<file path="src/rtl/barcode_tx.sv">
// Barcode line transmitter: start pulse of width T, then 8 pulse-width coded bits.
// Optional BC_TX_IDCHK_EN: reject IDs with tx_ID[7:6] != 2'b00.
module barcode_tx #(
  parameter int TW = 22
) (
  input  logic          clk,
  input  logic          rst,
  input  logic          send,
  input  logic [7:0]    tx_ID,
  input  logic [TW-1:0] bit_time,
  output logic          BC,
  output logic          busy,
  output logic          done,
  output logic          err
);

  typedef enum logic [2:0] {
    IDLE,
    START_LO,
    START_HI,
    BIT_LO,
    BIT_HI
  } state_t;

  state_t        state;
  logic [TW-1:0] t_q;
  logic [TW-1:0] cnt;
  logic [2:0]    idx;
  logic [7:0]    sh;

  logic [TW-1:0] lo1;
  logic [TW-1:0] lo0;
  logic [TW-1:0] two_t;
  logic [TW-1:0] hi1;
  logic [TW-1:0] hi0;
  logic [TW-1:0] lo_cur;
  logic [TW-1:0] lo_nxt;
  logic [TW-1:0] hi_cur;
  logic          bad;

  // Slot is always exactly 2T; odd T truncates the short pulse.
  always_comb begin
    lo1    = t_q >> 1;
    lo0    = t_q + (t_q >> 1);
    two_t  = {t_q[TW-2:0], 1'b0};
    hi1    = two_t - lo1;
    hi0    = two_t - lo0;
    lo_cur = sh[7] ? lo1 : lo0;
    lo_nxt = sh[6] ? lo1 : lo0;
    hi_cur = sh[7] ? hi1 : hi0;
  end

  always_comb begin
    bad = (bit_time < TW'(4));
`ifdef BC_TX_IDCHK_EN
    bad = bad || (tx_ID[7:6] != 2'b00);
`else
    bad = bad;
`endif
  end

  always_ff @(posedge clk) begin
    if (rst) begin
      state <= IDLE;
      BC    <= 1'b1;
      busy  <= 1'b0;
      done  <= 1'b0;
      err   <= 1'b0;
      t_q   <= '0;
      cnt   <= '0;
      idx   <= '0;
      sh    <= '0;
    end else begin
      done <= 1'b0;
      err  <= 1'b0;
      unique case (state)
        IDLE: begin
          if (send) begin
            if (bad) begin
              err <= 1'b1;
            end else begin
              t_q   <= bit_time;
              sh    <= tx_ID;
              idx   <= '0;
              cnt   <= bit_time - TW'(1);
              BC    <= 1'b0;
              busy  <= 1'b1;
              state <= START_LO;
            end
          end
        end
        START_LO: begin
          if (cnt == '0) begin
            cnt   <= t_q - TW'(1);
            BC    <= 1'b1;
            state <= START_HI;
          end else begin
            cnt <= cnt - TW'(1);
          end
        end
        START_HI: begin
          if (cnt == '0) begin
            cnt   <= lo_cur - TW'(1);
            BC    <= 1'b0;
            state <= BIT_LO;
          end else begin
            cnt <= cnt - TW'(1);
          end
        end
        BIT_LO: begin
          if (cnt == '0) begin
            cnt   <= hi_cur - TW'(1);
            BC    <= 1'b1;
            state <= BIT_HI;
          end else begin
            cnt <= cnt - TW'(1);
          end
        end
        BIT_HI: begin
          if (cnt == '0) begin
            if (idx == 3'd7) begin
              busy  <= 1'b0;
              done  <= 1'b1;
              state <= IDLE;
            end else begin
              idx   <= idx + 3'd1;
              sh    <= {sh[6:0], 1'b0};
              cnt   <= lo_nxt - TW'(1);
              BC    <= 1'b0;
              state <= BIT_LO;
            end
          end else begin
            cnt <= cnt - TW'(1);
          end
        end
        default: state <= IDLE;
      endcase
    end
  end

endmodule

</file>
<file path="config.mk">
export PLATFORM = sky130hd
export DESIGN_NAME = barcode_tx
export DESIGN_NICKNAME = d
export VERILOG_FILES = /design/src/rtl/barcode_tx.sv
export SDC_FILE = /design/constraint.sdc
export NUM_CORES = 1
export LEC_CHECK = 0
export ABC_CLOCK_PERIOD_IN_PS = 10400
export BUFFER_PORTS_ARGS = -buffer_cell sky130_fd_sc_hd__buf_2
export CAP_MARGIN = 20
export CORE_MARGIN = 3
export CORE_UTILIZATION = 35
export DETAILED_ROUTE_END_ITERATION = 10
export MAX_ROUTING_LAYER = met4
export PLACE_DENSITY = 0.57
export SLEW_MARGIN = 30
export SYNTH_ARGS = -nofsm -noshare
export SYNTH_HDL_FRONTEND = slang
export SYNTH_SLANG_ARGS = --single-unit
</file>
<file path="constraint.sdc">
create_clock -name clk -period 10.4 [get_ports clk]
set_input_delay 0.52 -clock clk [delete_from_list [all_inputs] [get_ports clk]]
set_output_delay 0.52 -clock clk [all_outputs]
set_load 0.005 [all_outputs]
</file>
# --- Yosys cells after proc, flatten, opt, wreduce, memory -nomap -nowiden ---
# Index checks and enable logic that the tools add are counted.
op_classes:
  addsub: 10
  n_lt_le_gt_ge: 1
  eq_ne: 15
  mux: 43
  bitwise: 5
  n_reduce_logical: 14
op_table:
  columns: ["cell", "count"]
  rows:
  - ["2-to-1 mux 22 bit", 10]
  - ["subtractor 22 x 1 -> 22 bit, second input constant", 6]
  - ["case mux 22 bit (5 select lines)", 1]
  - ["2-to-1 mux 8 bit", 4]
  - ["2-to-1 mux 3 bit", 10]
  - ["adder 22 x 21 -> 22 bit", 1]
  - ["zero test 22 bit", 1]
  - ["less-than comparator 22 x 3 -> 1 bit, second input constant", 1]
  - ["subtractor 22 x 21 -> 22 bit", 1]
  - ["subtractor 22 bit", 1]
  - ["!= test 2 bit, second input constant", 8]
  - ["case mux 8 bit (2 select lines)", 1]
  - ["case mux 3 bit (5 select lines)", 1]
  - ["2-to-1 mux 1 bit", 12]
  - ["AND reduction 5 bit", 2]
  - ["AND reduction 7 bit", 1]
  - ["== test 3 x 2 -> 1 bit, second input constant", 2]
  - ["== test 3 bit, second input constant", 2]
  - ["case mux 3 bit (2 select lines)", 1]
  - ["AND reduction 6 bit", 1]
  - ["OR reduction 3 bit", 2]
  - ["NOT 1 bit", 5]
  - ["nonzero test 5 bit", 1]
  - ["case mux 1 bit (4 select lines)", 1]
  - ["other kinds (12)", 12]
word_totals:
  ff_bits: 62
  in_bits: 33
  out_inout_bits: 4

# --- Longest topological paths before layout ---
depth:
  ltp_word: 6
  mapped_depth: 24
  depth_no_buf: 23

# --- Least setup slack after synthesis ---
# OpenSTA, ideal clock, no wires.
synth_path:
  path_type: "reg2reg"
  from: "register t_q[10]"
  to: "register cnt[19]"
  setup_ps: 129
  t_arrival_ps: 5471
  required_time_ps: 10271
  slack_ps: 4800
  path_stages_with_launch: 25
  path_buffers: 3
  period_less_slack_ps: 5600
  path_cell_list: "dfxtp_1 -> clkbuf_1 -> inv_1 -> ha_1 -> clkbuf_1 -> nand3_1 -> or3_1 -> buf_2 -> a21o_1 -> and3_1 -> or2_2 -> o21ai_0 -> inv_1 -> ha_1 -> a21o_1 -> a21oi_1 -> o21ai_0 -> a21o_1 -> o31a_1 -> o21a_1 -> nor4_4 -> nand4_2 -> xnor2_1 -> a21oi_1 -> o32ai_1"
synth_via:
  elab_chain_len: 6
  word_cells_on_any_way: 16
synth_rtl:
  columns: ["element", "line", "text"]
  rows:
  - ["from (decl)", "26", "logic [TW-1:0] t_q;"]
  - ["from (signal assigned)", "82", "t_q <= bit_time;"]
  - ["adder 22 x 21 -> 22 bit", "44", "lo0 = t_q + (t_q >> 1);"]
  - ["subtractor 22 bit / 2-to-1 mux 22 bit (equally long branches)", "47, 49", null]
  - ["2-to-1 mux 22 bit / subtractor 22 x 1 -> 22 bit (equally long branches)", "50, 128", null]
  - ["subtractor 22 x 1 -> 22 bit / 2-to-1 mux 22 bit (equally long branches)", "112, 121", null]
  - ["2-to-1 mux 22 bit, on equally long branches", "111, 120", null]
  - ["case mux 22 bit (5 select lines) *", "76", "unique case (state)"]
  - ["to (signal assigned)", "85", "cnt <= bit_time - TW'(1);"]
  - ["to (signal assigned)", "112", "cnt <= hi_cur - TW'(1);"]
  - ["to (signal assigned)", "116", "cnt <= cnt - TW'(1);"]
  - ["to (decl)", "27", "logic [TW-1:0] cnt;"]
# Every way passes the cells marked *; elsewhere a longest branch is shown, timed or not. The select of a mux whose other input is x is not followed.
# A chain may end at the register's enable or synchronous reset.

# --- Worst setup path in the final report ---
layout_path:
  from: "register t_q[8]"
  to: "register cnt[19]"
# The elaborated chain is that of the path after synthesis.

==> summary.txt <==
source-to-sink clock delay at the later pin of the worst-skew pair -> 330 ps
met1 track utilization from global routing -> 31.17%
largest driver fanout on the critical path -> 11
crit path capture type -> flop
antenna viol nets, final -> 0
hpwl dp -> 25,630 um
floorplan die width -> 170.7 um
Register-to-Register Setup Slack -> 4170 ps
area growth from synthesis to final layout -> 8.002%
share of async-settable or async-resettable flops after synthesis -> 0%
startpoint of the most critical register-to-register path -> t_q[8]
portion of the post-synthesis area used by sequential elements -> 13.08%
worst hold path type -> in2reg
number of sinks handled by clock tree synthesis -> 62
flop and latch count out of synthesis -> 62
pin slew with the least headroom to its limit -> 921.7 ps
largest cells by area after synthesis -> sky130_fd_sc_hd__dfxtp_1 (13%), sky130_fd_sc_hd__ha_1 (9.6%), sky130_fd_sc_hd__xnor2_1 (7.8%)
mapped cell area -> 9490 um^2
synthesized net count -> 1,466
count of mapped cells out of synthesis -> 1,358
clk root buf -> sky130_fd_sc_hd__clkbuf_16
routing usage on met3 -> 3.050%
launch point of the critical path -> t_q[8]
part of the power in registers -> 21.5%
combinational fraction of design power -> 56.0%
count of instances resized after the clock tree is built -> 0
CTS tree -> yes
upper clock frequency limit -> 160.4 MHz
startpoint type of the worst setup path -> flop
number of distinct library cells after synthesis -> 93
RSZ-0062 raised after global routing -> no
leakage power figure -> 3.917 nW
CTS Buf Count -> 9
clock transition at the registers of the reported paths -> 60 ps
CTS Buffer Depth -> 2
number of standard-cell rows in the floorplan -> 59
total of endpoints with negative setup slack in the final report -> 0
Post-CTS Setup Bufs -> 0
number of warnings reported in the yosys synthesis log -> 0
required time of the critical path -> 10,590 ps
switching portion of total power -> 45.26%
htree depth -> 3
setup total negative slack -> 0 ps
IR drop worst, VDD -> 0.00008008 V
area share of the largest cell type after synthesis -> 13.08%
Clock power frac -> 22.5%
shortest period the worst path allows -> 6234 ps
mean cell area of the mapped netlist -> 6.988 um^2
Total Power -> 0.001349 W
total detailed-routing wirelength -> 33,450 um
io pins -> 37
Initial Utilization -> 36.01%
met2 demand-to-capacity share in global routing -> 35.84%
overflow left after global routing -> 0
net switching power of the design -> 0.0006108 W
Worst Path Class, Setup -> reg2reg
status -> finished clean
Die ar. -> 29,130 um^2
maximum number of pins on one net before global-route repair -> 67
number of antenna violations at the first check in global routing -> 0
number of detailed-route iterations in the first pass -> 5
number of buffers inserted by port buffering -> 36
global router's overall resource usage -> 23.12%
startpoint of the tightest hold check path -> tx_ID[0]
busiest layer in global routing -> met2
final-report max-slew violation count -> 0
crit share post-route -> 59.94%
Avg WL per Cell -> 19.77 um
largest area contributor in the synthesized netlist -> sky130_fd_sc_hd__dfxtp_1
primary flip-flop cell chosen by synthesis mapping -> sky130_fd_sc_hd__dfxtp_1
Final Skew -> 7.107 ps
hold buffer count at CTS -> 0
Power Internal -> 0.0007386 W
Die Y -> 170.7 um
placer congestion estimate -> 0.9522
Post-synth EDFFs -> 0
share of final-layout standard cells stronger than drive strength 1 -> 8.850%
number of design rule violations left after detail routing -> 0
Detailed Route Iter0 Violations -> 1,005
total via count after detailed routing -> 10,271
Hold Violations, Final -> 0
max_slew headroom -> 38.47%
Core ar. -> 26,350 um^2
power density normalized to cell area -> 131.6 nW/um^2
final-stage net count -> 1,460
wire length of the first global-routing pass -> 52,160 um
number of vias per cell -> 6.070
Max-cap violations -> 0
vias in the first global route -> 9,407
arrival time of the worst setup path -> 6430 ps
end-of-flow core utilization -> 38.89%
[logic make-up after synthesis]
| group | count (synthesis) | synth area share (%) |
|---|---|---|
| xor+xnor | 119 | 10.98 |
| mux | 13 | 1.398 |
| compound gates | 450 | 32.30 |
| fa+ha+maj | 79 | 10.49 |
| flops | 62 | 13.08 |
| simple gates | 503 | 26.41 |
| buf+inv | 132 | 5.339 |
[Yosys cell counts, types with 34 or more instances]
| cell type | count |
|---|---|
| sky130_fd_sc_hd__nand2_1 | 146 |
| sky130_fd_sc_hd__nor2_1 | 121 |
| sky130_fd_sc_hd__a21oi_1 | 120 |
| sky130_fd_sc_hd__xnor2_1 | 85 |
| sky130_fd_sc_hd__o21ai_0 | 80 |
| sky130_fd_sc_hd__ha_1 | 73 |
| sky130_fd_sc_hd__inv_1 | 64 |
| sky130_fd_sc_hd__dfxtp_1 | 62 |
| sky130_fd_sc_hd__clkbuf_1 | 59 |
| sky130_fd_sc_hd__nor3_1 | 53 |
| sky130_fd_sc_hd__nand3_1 | 42 |
| sky130_fd_sc_hd__xor2_1 | 34 |
[path summary, 6_finish.rpt]
check                           cells after the start      end
worst max-delay path                               21  cnt[19]
worst min-delay path                                3    sh[0]
worst max register to register                     21  cnt[19]
worst min register to register                      2    sh[0]
[worst max-delay path: stages (launching register included)]
cell	delay [ps]
sky130_fd_sc_hd__dfxtp_1	550
sky130_fd_sc_hd__clkinv_1	410
sky130_fd_sc_hd__ha_1	570
sky130_fd_sc_hd__nand3_1	170
sky130_fd_sc_hd__or3_1	490
sky130_fd_sc_hd__a21o_1	240
sky130_fd_sc_hd__and3_1	210
sky130_fd_sc_hd__or2_2	300
sky130_fd_sc_hd__o21ai_0	390
sky130_fd_sc_hd__inv_1	90
sky130_fd_sc_hd__ha_1	370
sky130_fd_sc_hd__a21o_1	260
sky130_fd_sc_hd__a21oi_1	140
sky130_fd_sc_hd__o21ai_0	160
sky130_fd_sc_hd__a21o_1	250
sky130_fd_sc_hd__o31a_1	300
sky130_fd_sc_hd__o21a_1	230
sky130_fd_sc_hd__nor4_4	380
sky130_fd_sc_hd__nand4_2	170
sky130_fd_sc_hd__xnor2_1	160
sky130_fd_sc_hd__a21oi_1	140
sky130_fd_sc_hd__o32ai_1	80
[flip-flops by register name (all words and copies together), names as in the netlist, 3 cells and up]
name   flops
cnt       22
t_q       22
sh         8
idx        3
state      3
[power by group through the flow]
stage / sequential [W] / combinational, W / clock [W]
2_1_floorplan: 0.000281 / 0.000578 / 0
3_3_place_gp: 0.000295 / 0.000737 / 0
3_5_place_dp: 0.000295 / 0.000740 / 0
4_1_cts: 0.000290 / 0.000745 / 0.000309
5_1_grt: 0.000294 / 0.000833 / 0.000319
6_report: 0.000291 / 0.000755 / 0.000304
[layout by cell type (no fill, tap or decap), types with 21 or more instances in the layout]
cell / instances
sky130_fd_sc_hd__nor2_1: 120
sky130_fd_sc_hd__nand3_1: 41
sky130_fd_sc_hd__inv_1: 64
sky130_fd_sc_hd__a211oi_1: 21
sky130_fd_sc_hd__nand2_1: 146
sky130_fd_sc_hd__xor2_1: 34
sky130_fd_sc_hd__xnor2_1: 85
sky130_fd_sc_hd__nor3_1: 52
sky130_fd_sc_hd__o211ai_1: 21
sky130_fd_sc_hd__ha_1: 73
sky130_fd_sc_hd__a21oi_1: 119
sky130_fd_sc_hd__dfxtp_1: 62
sky130_fd_sc_hd__o21ai_0: 80
sky130_fd_sc_hd__buf_2: 36
[final cells by class]
class	instances	area [um^2]
flip-flops and latches	62	1241
well taps	335	419.2
repair buffers	50	285.3
fillers	2804	16100
multi-input cells	1164	7767
diodes	1	2.502
clock buffers	11	242.7
clock inverters	4	47.55
inverters	65	244.0
[layer usage]
metal  routed length (um)  vias up
li1                     -     5028
met1                15500     4832
met2                15070      345
met3                 1795       66
met4                 1086        0
met5                    0        -
[metrics by stage]
| step | setup slack [ps] | hold slack [ps] | cell area [um^2] | std cells |
|---|---|---|---|---|
| 2_1_floorplan | 4800 | 432.1 | 9490 | 1358 |
| 3_3_place_gp | 4406 | 438.4 | 9946 | 1676 |
| 6_report | 4166 | 442.6 | 10250 | 1692 |
| 5_1_grt | 3816 | 455.5 | 10250 | 1691 |
| 4_1_cts | 4218 | 433.7 | 10240 | 1691 |
| 3_5_place_dp | 4247 | 449.1 | 9951 | 1676 |
No activity file was read; power rests on OpenSTA's default activity.
